## src/rtl/mult16_sequencer_if.sv

```systemverilog
// rtl/mult16_sequencer_if.sv - operand/result handshake and byte-multiplier port bundle
// master: operand source plus external 8x8 multiplier; slave: the sequencer.
interface mult16_sequencer_if;
  logic        start;
  logic [15:0] op_a;
  logic [15:0] op_b;
  logic [7:0]  mul_a;
  logic [7:0]  mul_b;
  logic [15:0] mul_p;
  logic [31:0] product;
  logic        busy;
  logic        done;

  modport master (
    output start, op_a, op_b, mul_p,
    input  mul_a, mul_b, product, busy, done
  );

  modport slave (
    input  start, op_a, op_b, mul_p,
    output mul_a, mul_b, product, busy, done
  );
endinterface

```

## src/rtl/mult16_sequencer.sv

```systemverilog
// rtl/mult16_sequencer.sv - 16x16 unsigned multiply over four cycles of a shared 8x8 multiplier
// Partial products are accumulated at 32 bits; the final sum is published on entry to DONE.
module mult16_sequencer #(
  parameter bit EARLY_ZERO = 1'b1
) (
  input  logic              clk,
  input  logic              reset,
  mult16_sequencer_if.slave bus
);

  typedef enum logic [2:0] {
    S_IDLE,
    S_PP0,
    S_PP1,
    S_PP2,
    S_PP3,
    S_DONE
  } state_t;

  state_t      r_state;
  state_t      w_next_state;
  logic [15:0] r_a;
  logic [15:0] r_b;
  logic [31:0] r_acc;
  logic [31:0] r_product;

  logic        w_accept;
  logic        w_zero;
  logic        w_pp_state;
  logic [7:0]  w_mul_a;
  logic [7:0]  w_mul_b;
  logic [4:0]  w_shift;
  logic [31:0] w_pp;
  logic [31:0] w_acc_sum;

  // A new request is only taken when no partial product is in flight.
  always_comb begin
    w_accept = ((r_state == S_IDLE) || (r_state == S_DONE)) && bus.start;
    w_zero   = EARLY_ZERO && ((bus.op_a == 16'd0) || (bus.op_b == 16'd0));
  end

  always_comb begin
    w_next_state = r_state;
    case (r_state)
      S_IDLE, S_DONE: begin
        if (w_accept) begin
          w_next_state = w_zero ? S_DONE : S_PP0;
        end else begin
          w_next_state = S_IDLE;
        end
      end
      S_PP0:   w_next_state = S_PP1;
      S_PP1:   w_next_state = S_PP2;
      S_PP2:   w_next_state = S_PP3;
      S_PP3:   w_next_state = S_DONE;
      default: w_next_state = S_IDLE;
    endcase
  end

  // Byte selection and weight of each partial product.
  always_comb begin
    w_mul_a    = 8'd0;
    w_mul_b    = 8'd0;
    w_shift    = 5'd0;
    w_pp_state = 1'b1;
    case (r_state)
      S_PP0: begin
        w_mul_a = r_a[7:0];
        w_mul_b = r_b[7:0];
        w_shift = 5'd0;
      end
      S_PP1: begin
        w_mul_a = r_a[15:8];
        w_mul_b = r_b[7:0];
        w_shift = 5'd8;
      end
      S_PP2: begin
        w_mul_a = r_a[7:0];
        w_mul_b = r_b[15:8];
        w_shift = 5'd8;
      end
      S_PP3: begin
        w_mul_a = r_a[15:8];
        w_mul_b = r_b[15:8];
        w_shift = 5'd16;
      end
      default: w_pp_state = 1'b0;
    endcase
  end

  assign w_pp      = {16'd0, bus.mul_p} << w_shift;
  assign w_acc_sum = r_acc + w_pp;

  always_ff @(posedge clk) begin
    if (reset) begin
      r_state   <= S_IDLE;
      r_a       <= 16'd0;
      r_b       <= 16'd0;
      r_acc     <= 32'd0;
      r_product <= 32'd0;
    end else begin
      r_state <= w_next_state;
      if (w_accept) begin
        r_a   <= bus.op_a;
        r_b   <= bus.op_b;
        r_acc <= 32'd0;
        if (w_zero) begin
          r_product <= 32'd0;
        end
      end else if (w_pp_state) begin
        r_acc <= w_acc_sum;
        // The last partial product goes straight into the result register.
        if (r_state == S_PP3) begin
          r_product <= w_acc_sum;
        end
      end
    end
  end

  assign bus.mul_a   = w_mul_a;
  assign bus.mul_b   = w_mul_b;
  assign bus.product = r_product;
  assign bus.busy    = w_pp_state;
  assign bus.done    = (r_state == S_DONE);

endmodule

```

## src/flat_wrapper.sv

```systemverilog
// flat-port wrapper written by rule: the top's interface ports become plain ports
module mult16_sequencer_flat 
#(
  parameter bit EARLY_ZERO = 1'b1
)
  (clk, reset, bus_start, bus_op_a, bus_op_b, bus_mul_p, bus_mul_a, bus_mul_b, bus_product, bus_busy, bus_done);
  mult16_sequencer_if bus_i ();
  input  logic clk;
  input  logic reset;
  input wire logic [$bits(bus_i.start)-1:0] bus_start;
  input wire logic [$bits(bus_i.op_a)-1:0] bus_op_a;
  input wire logic [$bits(bus_i.op_b)-1:0] bus_op_b;
  input wire logic [$bits(bus_i.mul_p)-1:0] bus_mul_p;
  output wire logic [$bits(bus_i.mul_a)-1:0] bus_mul_a;
  output wire logic [$bits(bus_i.mul_b)-1:0] bus_mul_b;
  output wire logic [$bits(bus_i.product)-1:0] bus_product;
  output wire logic [$bits(bus_i.busy)-1:0] bus_busy;
  output wire logic [$bits(bus_i.done)-1:0] bus_done;
  assign bus_i.start = bus_start;
  assign bus_i.op_a = bus_op_a;
  assign bus_i.op_b = bus_op_b;
  assign bus_i.mul_p = bus_mul_p;
  assign bus_mul_a = bus_i.mul_a;
  assign bus_mul_b = bus_i.mul_b;
  assign bus_product = bus_i.product;
  assign bus_busy = bus_i.busy;
  assign bus_done = bus_i.done;
  mult16_sequencer #(.EARLY_ZERO(EARLY_ZERO)) u_core (.clk(clk), .reset(reset), .bus(bus_i));
endmodule
```

## config.mk

```make
export PLATFORM = sky130hd
export DESIGN_NAME = mult16_sequencer_flat
export DESIGN_NICKNAME = d
export VERILOG_FILES = /design/src/rtl/mult16_sequencer_if.sv /design/src/rtl/mult16_sequencer.sv /design/src/flat_wrapper.sv
export SDC_FILE = /design/constraint.sdc
export NUM_CORES = 1
export LEC_CHECK = 0
export CORE_AREA = 3 3 159 123
export DETAILED_ROUTE_END_ITERATION = 8
export DIE_AREA = 0 0 162 126
export PLACE_DENSITY = 0.61
export SLEW_MARGIN = 5
export SYNTH_ARGS = -nofsm -noshare
export SYNTH_HDL_FRONTEND = slang
export SYNTH_SLANG_ARGS = --single-unit
```

## constraint.sdc

```tcl
create_clock -name clk -period 9.8 [get_ports clk]
set_input_delay 1.96 -clock clk [delete_from_list [all_inputs] [get_ports clk]]
set_output_delay 1.96 -clock clk [all_outputs]
set_load 0.05 [all_outputs]
```

# --- After elaboration in Yosys (flattened, before gate mapping) ---
# Index checks and enable logic that the tools add are counted.
op_classes:
  n_reduce_logical: 17
  muxes: 11
  bitwise_logic: 0
  shift: 1
  eq_ne: 6
  n_mul: 0
  n_div: 0
  order_cmp: 0
  addsub: 1
op_table:
  columns: ["cell", "count"]
  rows:
  - ["32-bit two-way mux", 4]
  - ["32-bit adder", 1]
  - ["16-bit zero test", 2]
  - ["8-bit case mux with 2 select lines", 2]
  - ["16-bit by 5-bit << shifter with 32-bit output", 1]
  - ["3-bit case mux with 5 select lines", 1]
  - ["2-bit OR reduction", 7]
  - ["5-bit case mux with 2 select lines", 1]
  - ["3-bit by 2-bit equality test with 1-bit output (second input constant)", 2]
  - ["3-bit equality test (second input constant)", 2]
  - ["3-bit two-way mux", 2]
  - ["2-bit nonzero test", 2]
  - ["4-bit OR reduction", 1]
  - ["3-bit by 1-bit equality test with 1-bit output (second input constant)", 1]
  - ["3-bit zero test", 1]
  - ["3-bit AND reduction", 1]
  - ["1-bit logical OR", 2]
  - ["2-bit inequality test (second input constant)", 1]
  - ["1-bit logical AND", 1]
  - ["1-bit two-way mux", 1]
totals:
  word_cells: 41
  in_bits: 51
  latch_bits: 0
  n_memories: 0
  rom_bits: 0
  ram_bits: 0
  regBits: 99
  out_inout_bits: 50

# --- Longest topological paths before layout ---
logic_depth:
  ltp_word: 8
  mapped_depth: 15
  ltp_nobuf: 12

# --- Worst setup path after synthesis ---
# No wires, ideal clock.
synth_timing:
  kind: "input to register"
  start: "input bus_mul_p[0]"
  end: "register u_core.r_product[22], in the netlist u_core.bus.product[22]"
  t_required_ns: 9.683
  setup_slack_ns: 5.578
  setup_ns: 0.117
  stages: 10
  arrival_time_ns: 4.106
  cell_sequence: "and3_1 -> ha_1 -> fa_1 -> a21o_1 -> a221oi_2 -> o21bai_4 -> a41oi_4 -> o21ai_2 -> xor2_1 -> a22o_1"
synth_between:
  elab_chain_len: 5
synth_rtl:
  columns: ["item", "line", "source"]
  rows:
  - ["from (decl)", "flat_wrapper.sv:13", "input wire logic [$bits(bus_i.mul_p)-1:0] bus_mul_p;"]
  - ["16-bit by 5-bit << shifter with 32-bit output", "mult16_sequencer.sv:91", "assign w_pp = {16'd0, bus.mul_p} << w_shift;"]
  - ["32-bit adder", "mult16_sequencer.sv:92", "assign w_acc_sum = r_acc + w_pp;"]
  - ["32-bit two-way mux", "mult16_sequencer.sv:113", "if (r_state == S_PP3) begin"]
  - ["32-bit two-way mux", "mult16_sequencer.sv:110", "end else if (w_pp_state) begin"]
  - ["32-bit two-way mux", "mult16_sequencer.sv:103", "if (w_accept) begin"]
  - ["to (signal assigned)", "mult16_sequencer.sv:114", "r_product <= w_acc_sum;"]
  - ["to (decl)", "mult16_sequencer.sv:25", "logic [31:0] r_product;"]
# Every way passes these cells. The select of a mux whose other input is x is not followed.
# A chain may end at the register's enable or synchronous reset.

# --- Final worst setup path ---
layout_timing:
  start: "register u_core.r_state[2]"
  end: "output bus_mul_a[7]"
layout_between:
  elab_chain_len: 3
  elab_cells_between_ends: 7
  cone_classes: "4 x eq/ne; 1 x mux; 2 x reduce/logical"
layout_rtl:
  columns: ["item", "line", "source"]
  rows:
  - ["from (decl)", "mult16_sequencer.sv:20", "state_t r_state;"]
  - ["from (signal assigned)", "mult16_sequencer.sv:102", "r_state <= w_next_state;"]
  - ["3-bit by 2-bit equality test with 1-bit output, or another cell as far along", "mult16_sequencer.sv:66", "case (r_state)"]
  - ["2-bit OR reduction (no line)", null, null]
  - ["8-bit case mux with 2 select lines (*)", "mult16_sequencer.sv:66", null]
  - ["to (decl)", "flat_wrapper.sv:14", "output wire logic [$bits(bus_i.mul_a)-1:0] bus_mul_a;"]
# Every way passes the cells marked *; elsewhere a longest branch is shown, timed or not.

==> results.txt <==
The run finished with clean final reports. The data required time at the worst endpoint was 7.84 ns; the sum of negative setup slack was 0 ns. The share of flip-flops with an asynchronous set or reset after synthesis is 0. The run gives 5529 as the via count of the first global-routing pass. TritonCTS built the clock tree.

The layout overhead on the synthesized area came out at 24.9%. The wire-length estimate of the detail-placed layout is 14000 um. Hold timing on the final database bottoms out at a slack of 0.458 ns. The total count of max-transition violations in the final report came out at 0. The design draws 0.00119 W.

In this run, synthesis inferred 0 flip-flops with an integrated enable. The logs give 0.000438 W for the total net switching power and 903 for the net total in the final layout. Of all nets on the critical path, the largest fanout is 20. The fraction of the yosys area taken by sequential cells is 0.333.

The min-delay analysis places its worst path in the category reg -> reg. In the synthesized netlist the dominant register cell turns out to be dfxtp_1. The tools report the overall routing resource usage as 0.182. In the final routed layout, each cell accounts on average for 17.4 um. For the pin with the worst max-slew slack, the measured transition is 1.14 ns. The post-layout minimum cycle time was 5.32 ns. After detailed routing, no signal wire sits above met4. The largest net degree at the start of global routing came out at 52.

The worst setup path is captured at an output port. The first global-routing pass estimated 29900 um of wire. The core area was 18200 um^2. Counting along the longest clock path gives a buffer depth of 2. The tools report the worst-case headroom to the max-slew limit as 0.234. From bottom edge to top edge, the die measures 126 um. In the routed design, unresolved DRC markers number 0. The number of hold violations in the final report was 0; the worst-case vdd ir drop was 0.0000878 V. The chip width is 162 um. The final clock period utilization by the worst path was 0.543; the setup slack of the critical path after layout was 4.48 ns. For the internal power contribution, the log shows 0.000750 W. Fraction of power consumed by combinational cells: 0.329. The repair_antennas step left the layout with diodes totalling 0.

Counting the fill cells in the layout gives 1923. The final design utilization was 0.408; the number of buffers inserted by port buffering was 100. The run gives 18600 um as the final routed wirelength across all metal layers.

Clock root buffer: clkbuf_16. Before CTS, the worst setup slack after placement is 4.76 ns. The run gives 0.35 ns as the clock network latency to the later pin of the worst-skew pair. After clock tree synthesis, the clock-pin slew on the worst setup and hold paths is 0.07 ns. The tools report the post-cts repair resize count as 0. The fraction of layout instances using a drive strength above 1 was 0.0643.

Amount of wire on met3 after detailed routing: 1110 um. For this design, the slowest cell found on the critical path is clkdlybuf4s50_1. The cell count after synthesis came out at 745.

Yosys attributes the largest share of cell area to dfxtp_1 33%, nand2_1 9.2%, a21oi_1 7.3%. The logs give 0.00765 ns for the final worst clock skew and 0 for the number of routed nets with antenna violations. The tools report the number of search-and-repair iterations in the first detailed-routing pass as 5. The total number of placement rows is 43.

The library cell with the largest summed area after synthesis is dfxtp_1. In the detailed route, the total length drawn on met2 is 7910 um. Counting the buffers created by CTS gives 9.

The cell area that synthesis handed to floorplanning was 5940 um^2. The clock network fraction of total power is 0.290, and the via-per-instance ratio is 5.34. In this run the post-CTS setup repair buffer count came out at 0. The count of pins on the block boundary was 101; the delay contributed by the slowest stage of the critical path was 0.81 ns. The switching power as a share of total power is 0.369, and the detailed router's first-iteration violation count is 337. The run gives 99 as the number of clock sinks seen by CTS. The wire length on met1 was 9300 um; the power density over the cells was 160 nW/um^2.

The leakage power of the design is 2.82 nW. The run gives 3 as the H-tree depth reported by CTS. Setup repair after global routing left no endpoint under its margin. The share of the synthesized area in the top cell type is 0.333. The effective utilization at floorplan was 0.327.

Data arrives at the worst endpoint at 3.36 ns. The number of antenna violations at the first check in global routing is 0. The setup violation total in the final timing report came out at 0. Average footprint of a synthesized cell: 7.98 um^2. The tools report the final weighted congestion of routability-driven global placement as 0.871. In this run, synthesis produced a sequential element count of 99.

The count of vias placed by the detailed router came out at 5719. The logs give 0 for the aggregate global routing overflow and 829 for the synthesized netlist net count. The warning count from the yosys run was 0; the sequential cell fraction of total power was 0.381. The die covers 20400 um^2. Kind of launch point of the worst setup path: a flip-flop. The critical path goes through inv_1, nand2_1, a21oi_1, a22o_1, clkdlybuf4s50_1.

The cts-stage hold buffer count was 0. The maximum achievable frequency is 188 MHz. The critical path class is reg -> out.

Yosys mapped the design onto 75 distinct sky130hd cell types. Across the run, the number of max-cap violations was 0.
## cell usage after synthesis (2+ instances only)
library cell / count
nand2_1: 146
dfxtp_1: 99
a21oi_1: 87
nor2_1: 43
a22o_1: 39
clkbuf_1: 34
ha_1: 32
o21ai_0: 32
a22oi_1: 19
and3_1: 18
xnor2_1: 17
nand4_1: 15
a21o_1: 13
xor2_1: 13
buf_2: 10
inv_1: 9
nand3_1: 9
nor4_1: 9
nor3_1: 7
a211oi_1: 5
mux2i_1: 5
nand2b_1: 5
and2_1: 4
o211ai_1: 4
a2bb2oi_1: 3
nor2b_1: 3
o21a_1: 3
o31ai_1: 3
or3_1: 3
a211o_1: 2
a221oi_2: 2
a32oi_1: 2
a41oi_1: 2
and4_1: 2
o21ai_1: 2
o21bai_1: 2
o31ai_2: 2
or2_2: 2
or4_1: 2
## state kept, by name, indices dropped and copies added, names as in the netlist
signal              flops
u_core.r_a             16
u_core.bus.product     32
u_core.r_b             16
u_core.r_acc           32
u_core.r_state          3
## power by group through the flow
stage	clock network (W)	logic, W	registers, W
floorplan	0	0.000270	0.000458
global placement	0	0.000386	0.000461
detailed placement	0	0.000386	0.000462
CTS	0.000356	0.000388	0.000452
global route	0.000373	0.000426	0.000457
finish	0.000345	0.000390	0.000452
## metrics by stage
step	instances	instance area, um^2
floorplan	745	5940
global route	1071	7420
CTS	1071	7420
detailed placement	1055	7140
finish	1071	7420
global placement	1055	7140
## layer usage
metal	vias up	global-route usage
met1	2668	0.261
met4	0	0.0507
met5	-	0
li1	2861	-
met3	21	0.0421
met2	169	0.272
## critical path: cells and delay by family (launching register included)
family	cells	cell delay, ns
AOI/OAI and AO/OA	2	1.02
buffers and inverters	2	1.11
DFF	1	0.51
and+or+nand+nor	1	0.38
## path summary, 6_finish.rpt
kind                                        start                to  slack (ns)  depth (start not counted)
worst max register to register  u_core.r_state[2]  u_core.r_acc[22]        5.81                         12
worst max-delay path            u_core.r_state[2]      bus_mul_a[7]        4.48                          5
worst min-delay path                u_core.r_a[3]     u_core.r_a[3]        0.46                          2
worst min register to register      u_core.r_a[3]     u_core.r_a[3]        0.46                          2
## layout by cell type, fill, tap and decap left out, drive strengths merged, types with 15 or more instances in the layout
master and count:
nand2 147, clkdlybuf4s50 99, dfxtp 99, a21oi 88
nor2 44, a22o 39, o21ai 35, ha 32
a22oi 19, and3 19, xnor2 18, nand4 15
## cells by family (layout without fill, tap and decap cells)
family / count (synthesis) / in the layout / share of synthesized area
xor+xnor: 31 / 31 / 0.0469
flops: 99 / 99 / 0.333
buf+inv: 55 / 134 / 0.0368
compound gates: 245 / 245 / 0.289
simple gates: 277 / 277 / 0.214
mux: 5 / 5 / 0.00842
fa+ha+maj: 33 / 33 / 0.0707
## final cells by class
type / instances / area (um^2) / area share
multi-input cells: 591 / 3750 / 0.506
inverters: 10 / 37.5 / 0.00506
well taps: 247 / 309 / 0.0416
clock inverters: 6 / 46.3 / 0.00624
repair buffers: 108 / 1060 / 0.142
clock buffers: 10 / 239 / 0.0322
flip-flops and latches: 99 / 1980 / 0.267
Note: power is estimated with default switching activity, not from simulation.
